===== config.mk =====
export PLATFORM = sky130hd
export DESIGN_NAME = ttc
export DESIGN_NICKNAME = d
export VERILOG_FILES = /design/src/rtl/ttc.sv
export SDC_FILE = /design/constraint.sdc
export NUM_CORES = 1
export LEC_CHECK = 0
export CORE_ASPECT_RATIO = 1.4
export CORE_MARGIN = 10
export CORE_UTILIZATION = 47
export CTS_CLUSTER_DIAMETER = 40
export DETAILED_ROUTE_END_ITERATION = 10
export PLACE_DENSITY = 0.87
export SLEW_MARGIN = 20
export SYNTH_ARGS = -nofsm -noshare
export SYNTH_HDL_FRONTEND = slang
export SYNTH_SLANG_ARGS = --single-unit

===== constraint.sdc =====
create_clock -name clk40 -period 2.3 [get_ports clk40]
set_clock_uncertainty 0.05 [all_clocks]
set_input_delay 0.23 -clock clk40 [delete_from_list [all_inputs] [get_ports clk40]]
set_output_delay 0.23 -clock clk40 [all_outputs]
set_load 0.1 [all_outputs]

===== src/rtl/ttc.sv =====
// ttc: TTC decoder on the 40 MHz bunch clock.
// Tracks BCID, orbit and extended L1ID; emits tagged L1A strobes.
module ttc #(
  parameter int BCID_W     = 12,
  parameter int BCID_MAX   = 3564,
  parameter int BCR_OFFSET = 0,
  parameter int L1ID_W     = 24,
  parameter int ECR_W      = 8,
  parameter int ORBIT_W    = 32
) (
  input  logic               clk40,
  input  logic               rst,
  input  logic               ttc_bcr,
  input  logic               ttc_ecr,
  input  logic               ttc_l1a,
  output logic [BCID_W-1:0]  bcid,
  output logic               bcid_valid,
  output logic [ORBIT_W-1:0] orbit,
  output logic               l1a,
  output logic [BCID_W-1:0]  l1a_bcid,
  output logic [L1ID_W-1:0]  l1a_l1id,
  output logic [ECR_W-1:0]   l1a_ecr,
  output logic               bcr_err,
  output logic [15:0]        bcr_err_cnt
);

  localparam logic [BCID_W-1:0] LAST =
    BCID_W'(BCID_MAX - 1);
  localparam logic [BCID_W-1:0] OFFS =
    BCID_W'(BCR_OFFSET);

  logic              bcr_r;
  logic              ecr_r;
  logic              l1a_r;
  logic [L1ID_W-1:0] l1id;
  logic [L1ID_W-1:0] l1id_base;
  logic [ECR_W-1:0]  ecr_cnt;
  logic [ECR_W-1:0]  ecr_nx;
  logic              bcr_bad;

  // ECR lands before a same-cycle L1A is tagged
  always_comb begin
    l1id_base = l1id;
    ecr_nx    = ecr_cnt;
    if (ecr_r) begin
      l1id_base = '0;
      ecr_nx    = ecr_cnt + ECR_W'(1);
    end
  end

  // BCR is misaligned unless the orbit just ended
  always_comb begin
    bcr_bad = bcr_r && bcid_valid && (bcid != LAST);
  end

  // Register the decoded TTC bits once
  always_ff @(posedge clk40) begin
    if (!rst) begin
      bcr_r <= 1'b0;
      ecr_r <= 1'b0;
      l1a_r <= 1'b0;
    end else begin
      bcr_r <= ttc_bcr;
      ecr_r <= ttc_ecr;
      l1a_r <= ttc_l1a;
    end
  end

  // Bunch counter and orbit count
  always_ff @(posedge clk40) begin
    if (!rst) begin
      bcid       <= '0;
      bcid_valid <= 1'b0;
      orbit      <= '0;
    end else if (bcr_r) begin
      bcid       <= OFFS;
      bcid_valid <= 1'b1;
      orbit      <= orbit + ORBIT_W'(1);
    end else if (bcid_valid) begin
      if (bcid == LAST)
        bcid <= '0;
      else
        bcid <= bcid + BCID_W'(1);
    end
  end

  // Misaligned-BCR flag and saturating tally
  always_ff @(posedge clk40) begin
    if (!rst) begin
      bcr_err     <= 1'b0;
      bcr_err_cnt <= '0;
    end else begin
      bcr_err <= bcr_bad;
      if (bcr_bad && bcr_err_cnt != 16'hFFFF)
        bcr_err_cnt <= bcr_err_cnt + 16'd1;
    end
  end

  // Event counters and tagged L1A strobe
  always_ff @(posedge clk40) begin
    if (!rst) begin
      l1id     <= '0;
      ecr_cnt  <= '0;
      l1a      <= 1'b0;
      l1a_bcid <= '0;
      l1a_l1id <= '0;
      l1a_ecr  <= '0;
    end else begin
      l1a     <= l1a_r;
      ecr_cnt <= ecr_nx;
      if (l1a_r) begin
        l1id     <= l1id_base + L1ID_W'(1);
        l1a_bcid <= bcid;
        l1a_l1id <= l1id_base;
        l1a_ecr  <= ecr_nx;
      end else begin
        l1id <= l1id_base;
      end
    end
  end

endmodule


; Word level (Yosys, flattened, before mapping)
; Cells that the tools add are included.
[totals]
regBits = 142
latchBits = 0
mem_bits_rw = 0
mem_bits_ro = 0
in_bits = 5
out_inout_bits = 107
word_cells = 31
memories = 0
[op_classes]
addsub = 5
multipliers = 0
n_div = 0
magnitude_cmp = 0
eq_ne = 3
shifts = 0
muxes = 4
n_bitwise = 1
reduce_logical = 4
[ops]
columns = cell, count
row1 = 24-bit 2-to-1 mux, 2
row2 = 32-bit by 1-bit adder with 32-bit output (second input constant), 1
row3 = 24-bit by 1-bit adder with 24-bit output (second input constant), 1
row4 = 16-bit by 1-bit adder with 16-bit output (second input constant), 1
row5 = 16-bit != test (second input constant), 1
row6 = 12-bit by 1-bit adder with 12-bit output (second input constant), 1
row7 = 12-bit equality test (second input constant), 1
row8 = 12-bit 2-to-1 mux, 1
row9 = 12-bit != test (second input constant), 1
row10 = 8-bit by 1-bit adder with 8-bit output (second input constant), 1
row11 = 8-bit 2-to-1 mux, 1
row12 = 1-bit logical AND, 3
row13 = 2-bit OR reduction, 1
row14 = 1-bit NOT, 1

; Depth between registers and ports, before layout
[logic_depth]
word_depth = 3
mapped_depth = 9
mapped_depth_nobuf = 7

; Least setup slack after synthesis
; OpenSTA, ideal clock, no wires.
[synth_path]
path_type = register to register
start = register bcid[0]
end = register bcr_err_cnt[0]
setup_time_ns = 0.128
arrival_time_ns = 2.520
t_required_ns = 2.122
setup_slack_ns = -0.398
path_stages_with_launch = 8
path_buffers = 1
period_less_slack_ns = 2.698
cell_sequence = dfxtp_1 -> ha_1 -> nand4b_1 -> o31ai_1 -> clkbuf_1 -> nor2_1 -> xnor2_1 -> nor2_1
[synth_between]
elab_chain_len = 3
[synth_rtl]
columns = item, line
row1 = "start, declared", 16  ; output logic [BCID_W-1:0] bcid,
row2 = "start signal, assigned", 83  ; bcid <= bcid + BCID_W'(1);
row3 = 12-bit != test, 53  ; bcr_bad = bcr_r && bcid_valid && (bcid != LAST);
row4 = 1-bit logical AND, 53
row5 = 1-bit logical AND, 94  ; if (bcr_bad && bcr_err_cnt != 16'hFFFF)
row6 = "end signal, assigned", 95  ; bcr_err_cnt <= bcr_err_cnt + 16'd1;
row7 = "end, declared", 24  ; output logic [15:0] bcr_err_cnt
; Every way passes these cells.
; A chain may end at the register's enable or synchronous reset.

; Final worst setup path
[layout_path]
start = register ecr_r
end = register l1id[20]
[layout_between]
elab_chain_len = 3
[layout_rtl]
columns = item, line
row1 = "start, declared", 33  ; logic ecr_r;
row2 = "start signal, assigned", 64  ; ecr_r <= ttc_ecr;
row3 = 24-bit 2-to-1 mux, 45  ; if (ecr_r) begin
row4 = net l1id_base[1], 36  ; logic [L1ID_W-1:0] l1id_base;
row5 = 24-bit by 1-bit adder with 24-bit output, 112  ; l1id <= l1id_base + L1ID_W'(1);
row6 = 24-bit 2-to-1 mux, 111  ; if (l1a_r) begin
row7 = "end signal, assigned", 112
row8 = "end signal, assigned", 117  ; l1id <= l1id_base;
row9 = "end, declared", 35  ; logic [L1ID_W-1:0] l1id;
; The timed path passes the listed nets, and every way through them passes these cells.

==> flow_summary_export.csv <==
group,metric,value,unit
run_status,status,"finished clean",
sta,hold_violations,0,
global_routing,grt_usage,0.161,
drt,dr_total_vias,4882,
sta,grt_setup_unrepaired,"false",
critical_path,arrival,2340,ps
sta,worstMarginPinSlew,757,ps
sta,slew_viol_final,0,
drt,drtPass1Iterations,4,
drt,drc,0,
synthesis,synthArstFlopShare,0,
die,die_area,17400,µm²
die,rows,48,
clocking,cts_made_buffers,17,
layout,drive_above_1_share,0.268,
drt,wl,14100,µm
synthesis,synth_top_area_frac,0.485,
synthesis,syn-cell-area,5870,µm²
flow_run,drv_cap,0,
sta,period_share,0.907,
sta,fin_crit,2080,ps
layout,area_growth,30.3,%
die,start_util,0.477,
die,die_h,152,µm
global_routing,top_usage_layer,"met2",
global_routing,grt_use_met3,0.0512,
clocking,numClockSinks,142,
layout,layout.nets,777,
global_routing,globalRouteOverflowTotal,0,
synthesis,ys_seq_area_frac,0.485,
critical_path,reg2regPathDepth,9,
drt,wire_per_inst,15.1,µm
clocking,cts_tree,"yes",
die,core,12300,µm²
clocking,cts_root_buffer,"clkbuf_16",
synthesis,synth_area_leaders,"dfxtp_1 (48%), nor2_1 (8.8%), xor2_1 (6.0%), xnor2_1 (5.5%), mux2i_1 (4.9%)",
sta,timing.hold.ws,355,ps
clocking,clk_latency,420,ps
global_routing,met2_usage,0.271,
synthesis,synth_edf_count,0,
drt,detail-route-antenna-nets,0,
drt,viasPerCell,5.25,
power_and_ir_drop,peakVddDrop,0.000499,V
layout,final_common_cell,"nor2_1",
layout,final_cell_mix,"nor2_1 (138), buf_4 (123), dfxtp_1 (101), dfxtp_2 (41), xor2_1 (40)",
global_routing,antenna_found_initial,0,
synthesis,ys_types,46,
synthesis,syn-mean-instance-area,9.01,µm²
clocking,clk_pin_slew,60,ps
critical_path,crit_type,"flop to flop",
hold_path,whs_path_depth,2,
drt,drt-initial-drc-count,226,
power_and_ir_drop,finalPower,5.89,mW
placement,gp_congestion,0.932,
synthesis,synth-seq-cells,142,
layout,antenna_cells,0,
power_and_ir_drop,power_per_cell_area,771,nW/µm²
synthesis,synth_flop_cell,"dfxtp_1",
global_routing,use_met1,0.180,
critical_path,worst_setup_path_end_kind,"flop",
layout,final.fill_count,1033,
critical_path,required,2550,ps
global_routing,grt_pass1_vias,4766,
clocking,clk_path_buf_depth,2,
sta,fmax,480,MHz
sta,fin_tns_setup,0,ps
die,pin_count,112,
sta,finalSetupViolCount,0,
clocking,post_cts_buffers,0,
global_routing,grt_max_degree,61,
power_and_ir_drop,leakagePower,3.09,nW
clocking,cts_max_level,4,
synthesis,synth_top_area_cell,"dfxtp_1",
critical_path,cp-start-kind,"flop",
die,die_w,114,µm
placement,portBuffers,111,
sta,maxSlewHeadroom,0.495,
global_routing,grt_pass1_wl,23200,µm
hold_path,min_path_type,"input pin to flop",
synthesis,yosysWarningCount,0,
layout,post-route-util,0.621,
synthesis,netlist_instances,651,
synthesis,syn_nets,661,
placement,hpwl,9850,µm
critical_path,critPathMaxFanout,10,
-- critical path, cell delays in order, from the launching register on --
cell and delay (ps):
dfxtp_2 370, buf_4 180, nor2b_1 220, ha_1 220, and3_1 200, nand4_1 120, buf_4 200, nor3_1 210
xnor2_1 150, nor2_1 50
-- per-stage QoR --
stage	instance area (µm²)	worst slack [ps]	cells
3_5_place_dp	6970	173	898
5_1_grt	7640	75.6	930
4_1_cts	7640	97.9	930
3_3_place_gp	6970	270	898
6_report	7640	215	930
2_1_floorplan	5920	2.04	651
-- kinds of logic after synthesis --
group	Yosys count	share of synthesized area
AND/OR/NAND/NOR	318	0.273
flip-flops	142	0.485
XOR/XNOR	77	0.115
AO/OA/AOI/OAI	44	0.0439
buffers and inverters	36	0.0239
multiplexers	29	0.0495
adder cells (fa/ha/maj)	5	0.0107
-- state kept, by name, indices dropped and copies added, names as in the netlist --
name / count
orbit: 32
l1a_l1id: 24
l1id: 24
bcr_err_cnt: 16
bcid: 12
l1a_bcid: 12
ecr_cnt: 8
l1a_ecr: 8
bcid_valid: 1
bcr_err: 1
bcr_r: 1
ecr_r: 1
l1a: 1
l1a_r: 1
-- per-layer routing --
layer	wire length, µm	part of all wire
met1	5780	0.41
met2	7200	0.51
met3	803	0.057
met4	302	0.021
met5	0	0
-- synth_stat cells, types with 2 or more instances --
| cell | count |
|---|---|
| and2b_2 | 2 |
| xnor2_1 | 37 |
| ha_1 | 5 |
| nor2_1 | 138 |
| nor4_1 | 6 |
| mux2i_1 | 29 |
| nand4_1 | 27 |
| clkbuf_1 | 26 |
| nor2b_1 | 20 |
| inv_1 | 4 |
| xor2_1 | 40 |
| a211o_1 | 2 |
| and3_1 | 13 |
| and4_1 | 9 |
| o21ai_0 | 9 |
| nand3_1 | 24 |
| buf_1 | 3 |
| a21oi_1 | 21 |
| o31ai_1 | 2 |
| nand2_1 | 29 |
| dfxtp_1 | 142 |
| o21a_1 | 2 |
| nor3_1 | 19 |
| and4b_2 | 2 |
| a211oi_1 | 6 |
| and2_1 | 11 |
| or3_1 | 4 |
-- where the power goes --
group	internal [mW]	total, mW	switching, mW
clock	1.98	3.08	1.11
combinational	0.0757	0.294	0.219
sequential	2.48	2.51	0.0267
total	4.54	5.89	1.35
-- area by class of cell --
cell class | instances | area, µm² | area share
sequential | 142 | 2890 | 0.379
clock buffer | 18 | 439 | 0.0575
clock inverter | 14 | 229 | 0.0300
timing repair buffer | 128 | 983 | 0.129
tap | 150 | 188 | 0.0246
multi-input combinational | 473 | 2890 | 0.378
inverter | 5 | 20.0 | 0.00262
-- worst paths after layout --
path	start	endpoint	slack, ps
min reg2reg	l1a_ecr[2]	l1a_ecr[2]	430
min	ttc_bcr	bcr_r	350
max	ecr_r	l1id[20]	220
max reg2reg	ecr_r	l1id[20]	220
-- timing repair --
action / CTS / global route
gates resized for setup: 0 / 2
hold buffers: 0 / 0
setup endpoints to repair: 0 / 2
Note: power is estimated with default switching activity, not from simulation.
